## config.mk

```make
export PLATFORM = sky130hd
export DESIGN_NAME = spi_coord_scheduler
export DESIGN_NICKNAME = d
export VERILOG_FILES = /design/src/rtl/spi_coord_scheduler.sv
export SDC_FILE = /design/constraint.sdc
export NUM_CORES = 1
export LEC_CHECK = 0
export CAP_MARGIN = 20
export CORE_MARGIN = 8
export CORE_UTILIZATION = 45
export CTS_CLUSTER_DIAMETER = 120
export DETAILED_ROUTE_END_ITERATION = 8
export GPL_ROUTABILITY_DRIVEN = 0
export PLACE_DENSITY = 0.74
export RECOVER_POWER = 50
export REMOVE_ABC_BUFFERS = 1
export SYNTH_ARGS = -nofsm -noshare
export SYNTH_HDL_FRONTEND = slang
export SYNTH_SLANG_ARGS = --single-unit
export TNS_END_PERCENT = 1
```

## constraint.sdc

```tcl
create_clock -name clk -period 1.7 [get_ports clk]
set_input_delay 0.34 -clock clk [delete_from_list [all_inputs] [get_ports clk]]
set_output_delay 0.34 -clock clk [all_outputs]
set_load 0.01 [all_outputs]
```

## src/rtl/spi_coord_scheduler.sv

```systemverilog
// Coordinate scheduler: captures (x,y) from N_SRC trackers and round-robins fresh data into a
// stable snapshot for spi_packer, re-staged after every spi_slave req pulse.
module spi_coord_scheduler #(
    parameter int unsigned N_SRC = 2,
    parameter int unsigned XW    = 10,
    parameter int unsigned YW    = 9,
    parameter int unsigned IDW   = ($clog2(N_SRC) > 0) ? $clog2(N_SRC) : 1,
    parameter int unsigned OVW   = 8
) (
    input  logic                clk,
    input  logic                reset,
    input  logic [N_SRC-1:0]    src_valid,
    input  logic [N_SRC*XW-1:0] src_xdata,
    input  logic [N_SRC*YW-1:0] src_ydata,
    input  logic                req,
    output logic [XW-1:0]       xdata,
    output logic [YW-1:0]       ydata,
    output logic [IDW-1:0]      tx_id,
    output logic                tx_stale,
    output logic [N_SRC-1:0]    fresh,
    output logic [OVW-1:0]      overrun_cnt
);

    typedef enum logic [1:0] {StWait, StSelect, StStage} state_e;

    state_e             state_q, state_d;
    logic [XW-1:0]      hold_x_q [N_SRC];
    logic [YW-1:0]      hold_y_q [N_SRC];
    logic [N_SRC-1:0]   fresh_q, fresh_d;
    logic [IDW-1:0]     ptr_q;
    logic [IDW-1:0]     sel_q;
    logic               no_win_q;
    logic [XW-1:0]      xdata_q;
    logic [YW-1:0]      ydata_q;
    logic [IDW-1:0]     tx_id_q;
    logic               tx_stale_q;
    logic [OVW-1:0]     overrun_q;

    logic               search_hit;
    logic [IDW-1:0]     search_idx;
    logic [IDW-1:0]     cand;

    // Round-robin search starting one past the last winner.
    always_comb begin
        search_hit = 1'b0;
        search_idx = '0;
        cand       = '0;
        for (int unsigned k = 1; k <= N_SRC; k++) begin
            cand = IDW'((32'(ptr_q) + k) % N_SRC);
            if (!search_hit && fresh_q[cand]) begin
                search_hit = 1'b1;
                search_idx = cand;
            end
        end
    end

    always_comb begin
        state_d = state_q;
        unique case (state_q)
            StWait:   if (req || (tx_stale_q && |fresh_q)) state_d = StSelect;
            StSelect: state_d = StStage;
            StStage:  state_d = StWait;
            default:  state_d = StWait;
        endcase
    end

    // Capture is applied after the STAGE clear so a same-cycle strobe keeps the source fresh.
    always_comb begin
        fresh_d = fresh_q;
        if (state_q == StStage && !no_win_q) fresh_d[sel_q] = 1'b0;
        fresh_d = fresh_d | src_valid;
    end

    always_ff @(posedge clk or negedge reset) begin
        if (!reset) begin
            state_q    <= StWait;
            fresh_q    <= '0;
            ptr_q      <= IDW'(N_SRC - 1);
            sel_q      <= '0;
            no_win_q   <= 1'b1;
            xdata_q    <= '0;
            ydata_q    <= '0;
            tx_id_q    <= '0;
            tx_stale_q <= 1'b1;
            overrun_q  <= '0;
            for (int unsigned i = 0; i < N_SRC; i++) begin
                hold_x_q[i] <= '0;
                hold_y_q[i] <= '0;
            end
        end else begin
            state_q <= state_d;
            fresh_q <= fresh_d;
            for (int unsigned i = 0; i < N_SRC; i++) begin
                if (src_valid[i]) begin
                    hold_x_q[i] <= src_xdata[i*XW +: XW];
                    hold_y_q[i] <= src_ydata[i*YW +: YW];
                end
            end
            if (state_q == StWait && req) tx_stale_q <= 1'b1;
            if (state_q == StSelect) begin
                sel_q    <= search_idx;
                no_win_q <= !search_hit;
            end
            if (state_q == StStage && !no_win_q) begin
                xdata_q    <= hold_x_q[sel_q];
                ydata_q    <= hold_y_q[sel_q];
                tx_id_q    <= sel_q;
                tx_stale_q <= 1'b0;
                ptr_q      <= sel_q;
            end
            if (req && state_q != StWait && overrun_q != {OVW{1'b1}}) begin
                overrun_q <= overrun_q + 1'b1;
            end
        end
    end

    assign xdata       = xdata_q;
    assign ydata       = ydata_q;
    assign tx_id       = tx_id_q;
    assign tx_stale    = tx_stale_q;
    assign fresh       = fresh_q;
    assign overrun_cnt = overrun_q;

endmodule
```

* Yosys cells after proc, flatten, opt, wreduce, memory -nomap -nowiden
Cells that the tools add are included.
** Storage, ports and cells
- Register bits :: 74
- Input port bits :: 43
- Logic and storage cells :: 66
** Operators by class
- Add/sub/neg operators :: 3
- Magnitude comparators :: 5
- Equality and inequality tests :: 4
- Muxes and demuxes :: 21
- Bitwise logic cells :: 4
- Reduce and logical (&&, ||, !) cells :: 15
** Operators by type and width (number)
- two-way mux 10 bit :: 3
- two-way mux 9 bit :: 3
- two-way mux 1 bit :: 11
- adder 8 x 1 -> 8 bit, second input constant :: 1
- inequality test 8 bit, second input constant :: 1
- logical AND 1 bit :: 7
- less-than comparator 1 x 2 -> 1 bit, second input constant :: 3
- two-way mux 2 bit :: 2
- one-hot mux 2 bit (2 select lines) :: 1
- nonzero test 2 bit :: 2
- logical NOT 1 bit :: 3
- adder 1 bit, second input constant :: 2
- AND 2 bit :: 1
- equality test 2 x 1 -> 1 bit, second input constant :: 1
- equality test 2 bit, second input constant :: 1
- greater-or-equal comparator 2 bit, second input constant :: 1
- logical NOT 2 bit :: 1
- inequality test 2 bit, second input constant :: 1
- inverter 1 -> 2 bit :: 1
- inverter 2 bit :: 1
- bitwise OR 2 bit :: 1
- OR reduction 2 bit :: 1
- demux 1 bit (select 1 bit) :: 1
- greater-or-equal comparator 1 bit, second input constant :: 1
- logical OR 1 bit :: 1

* Depth between registers and ports, before layout
- Word-level depth :: 8
- Gate-level depth with buffers :: 6

* Worst setup path before layout
Ideal clock, no wire load.
- Path type :: reg2reg
- From :: register overrun_q[3], in the netlist overrun_cnt[3]
- To :: register overrun_q[1], in the netlist overrun_cnt[1]
- Data arrival time :: 1.245 ns
- Setup slack :: 0.327 ns
- Cell stages (with the launch flop) :: 5
- Cells stage by stage :: dfrtp_1 > and4_4 > nand2_4 > o21ai_4 > mux2_1
** Between the ends
- Longest elaborated chain between the ends :: 2
** RTL lines
- from (decl) :: RTL line 37 : logic [OVW-1:0] overrun_q;
- from (signal assigned) :: RTL line 112 : overrun_q <= overrun_q + 1'b1;
- inequality test 8 bit :: RTL line 111 : if (req && state_q != StWait && overrun_q != {OVW{1'b1}}) begin
- logical AND 1 bit :: RTL line 111
Every way passes these cells.
A chain may end at the register's enable or synchronous reset.

* Final worst setup path
- From :: register fresh_q[0], in the netlist fresh[0]
- To :: output port fresh[0]
** RTL lines
- from (decl) :: RTL line 29 : logic [N_SRC-1:0] fresh_q, fresh_d;
- from (signal assigned) :: RTL line 92 : fresh_q <= fresh_d;
- to (decl) :: RTL line 20 : output logic [N_SRC-1:0] fresh,
No word-level cell between the ends.

==> impl_metrics.toml <==
[critical_path]
crit_path_end_kind = "output pin"
cp_slowest_cell = "clkdlybuf4s50_1"
critPathLaunchType = "flop"
regToRegEndpoint = "overrun_cnt[4]"
r2r_slack_ns = 0.20
cp_top_family = "buffers and inverters"
cp_cell_sequence = "clkdlybuf4s50_1"
slowest_delay_ns = 0.56
crit_required_ns = 1.36
cp_max_fo = 4
crit_type = "reg2out"
path_buf_inv = 1
crit_arrival_ns = 1.30
rr_worst_depth = 5
rr_startpoint = "overrun_cnt[0]"

[finish]
fin_nets = 356
fill_cells = 563
drive_gt1_share_pct = 23.4
area_growth_pct = 35.4
diodes = 0

[sta]
setup_violations = 0
hold_viol_final = 0
rsz0062_at_grt = "false"
finClkSkew_ns = 0.00722
period_minus_slack_ns = 1.64
fin_crit_sh_pct = 96.4
maxSlewHeadroom_pct = 43.6
clock.fmax_mhz = 611
timing.final.max_slew_violations = 0
hold_ws_ns = 0.479
max_slew.worst_pin.slew_ns = 0.847

[yosys]
yosysTopAreaCellShare_pct = 58.8
synth_warnings = 0
yosys.cell_count.top_type = "dfrtp_1"
synth_largest_area_cell = "dfrtp_1"
synth_area_mm2 = 0.00302
synth_cell_types = 29
synth_seq_area_share_pct = 61.4
synth_async_sr_flop_share_pct = 100
synth_top_flop_cell = "dfrtp_1"
synth_area_per_cell_um2 = 13.1
synth_edf_count = 0
ys_ff_latch = 74
synth_common_cells = "71 x dfrtp_1, 39 x mux2_2, 23 x a21oi_1, 21 x nor2_1, 20 x mux2i_1"
synthCells = 230
ys_top_cells_by_area = "dfrtp_1 59%, mux2_2 15%, mux2i_1 6.6%, a21oi_1 3.8%, dfstp_2 2.6%"

[global_route]
grt_usage_pct = 14.7
overflow = 0
grt_first_pass_wirelength_mm = 11.3
grt_max_degree = 41
antenna_found_initial = 0
first_global_vias = 2204

[die]
die_h_um = 97.9
die-width_um = 97.9
coreArea_mm2 = 0.00664
start_util_pct = 45.5
die_area_mm2 = 0.00959
num_rows = 30
ios = 74

[power]
totalPowerFinal_mw = 6.14
pwr-share-seq_pct = 42.3
p_sw_share_pct = 32.4
p_comb_share_pct = 36.1
clkPwrFrac_pct = 21.6
power_density_mw_per_mm2 = 1500
power.leakage_nw = 1.80
switchingPower_mw = 1.99
power.internal_mw = 4.15
peakVddDrop_uv = 676

[clock_tree]
tritoncts = "built"
clock_sinks = 74
clk_pin_slew_ns = 0.07
worstSkewPairLatency_ns = 0.34
cts_buffers = 9
h-tree-depth = 3
cts_buffer_depth = 2
root_buffer = "clkbuf_8"

[routing]
vias_per_cell = 5.20
drc = 0
firstDrtPassIters = 4
drt-total-wl_mm = 6.57
drt-initial-drc-count = 51
antenna_left = 0
wl_per_cell_um = 16.6
vias = 2060

[min_path]
min_path_type = "reg2reg"
min_to = "ptr_q"
hp-start = "ptr_q"
hold-path-cell-count = 2

[flow_run]
max_cap_violations = 0

[status]
status = "finished clean"

[placement]
place_hpwl_mm = 4.61
portBuffers = 73
==> repair_timing <==
action / 4_1_cts / 5_1_grt
hold buffers: 1 / 0
hold endpoints to repair: 11 / 0
gates cloned: 0 / 0
setup buffers: 0 / 0
endpoints found under the setup margin: 5 / 5
gates resized for setup: 5 / 5
pin swaps: 0 / 0
==> flip-flops by register name (all words and copies together), names as in the netlist, 2 cells and up <==
register     cells
ydata            9
state_q          2
xdata           10
hold_y_q        18
overrun_cnt      8
hold_x_q        20
fresh            2
==> routing by layer <==
layer | routed length (um) | track usage (%)
met3 | 496 | 6.69
met2 | 3040 | 22.3
met4 | 59 | 4.68
met1 | 2970 | 18.1
met5 | 0 | 0
==> cells by family (layout without fill, tap and decap cells) <==
family,count (synthesis),in the layout,synth area share [%]
xor gates and xnor gates,3,3,0.870
adders and majority gates,1,1,0.414
AOI/OAI and AO/OA,37,37,7.08
DFF,74,74,61.4
and+or+nand+nor,38,38,5.88
buffers and inverters,16,102,2.44
muxes,61,61,21.9
==> area by class of cell <==
| cell class | instances | area [um2] | area share (%) |
|---|---|---|---|
| flip-flops and latches | 74 | 1860 | 45.4 |
| repair buffers | 82 | 830 | 20.3 |
| clock buffers | 10 | 138 | 3.36 |
| well taps | 80 | 100 | 2.45 |
| clock inverters | 5 | 55.1 | 1.35 |
| inverters | 5 | 18.8 | 0.459 |
| multi-input cells | 140 | 1090 | 26.7 |
==> metrics by stage <==
step | cells | worst slack [ns] | area (um2) | setup TNS, ns | util, %
CTS | 396 | -0.00235 | 4110 | -0.00235 | 61.8
detailed placement | 380 | -0.0270 | 3910 | -0.0270 | 58.8
floorplan | 219 | -0.0949 | 2970 | -0.103 | -
global placement | 380 | 0.0285 | 3910 | 0 | 58.8
finish | 396 | 0.0620 | 4090 | 0 | 61.6
global route | 396 | 0.00598 | 4090 | 0 | 61.6
==> power groups by stage <==
stage | Sequential (mW) | Combinational (mW) | Clock (mW)
global route | 2.67 | 2.43 | 1.44
detailed placement | 2.62 | 2.30 | 0
floorplan | 2.80 | 0.897 | 0
global placement | 2.61 | 2.23 | 0
CTS | 2.60 | 2.28 | 1.37
finish | 2.60 | 2.22 | 1.32
==> cell usage in the layout, fill, tap and decap left out, drive strengths merged <==
cell,n
nand3,4
a21oi,23
dfrtp,71
or2,1
clkinvlp,2
and4,1
clkdlybuf4s50,63
o21a,1
ha,1
nand2b,1
xnor2,3
mux2,41
a211oi,1
dlygate4sd3,2
buf,7
dlygate4sd2,3
a21o,2
mux2i,20
nor3,2
a41oi,1
nand2,6
dfstp,3
nor2,22
dlymetal6s2s,5
and3,1
inv,5
o21ai,9
clkbuf,12
bufinv,1
clkinv,2
==> worst max path at each step <==
stage | from | end | slack [ns] | cells past startpoint
3_5_place_dp | req | overrun_cnt[5] | -0.03 | 5
5_1_grt | fresh[1] | fresh[1] | 0.006 | 1
3_3_place_gp | req | overrun_cnt[5] | 0.03 | 5
2_1_floorplan | state_q[0] | fresh[1] | -0.09 | 4
6_report | fresh[0] | fresh[0] | 0.06 | 1
4_1_cts | overrun_cnt[7] | overrun_cnt[7] | -0.002 | 1
Power figures use the tool's default switching activity.
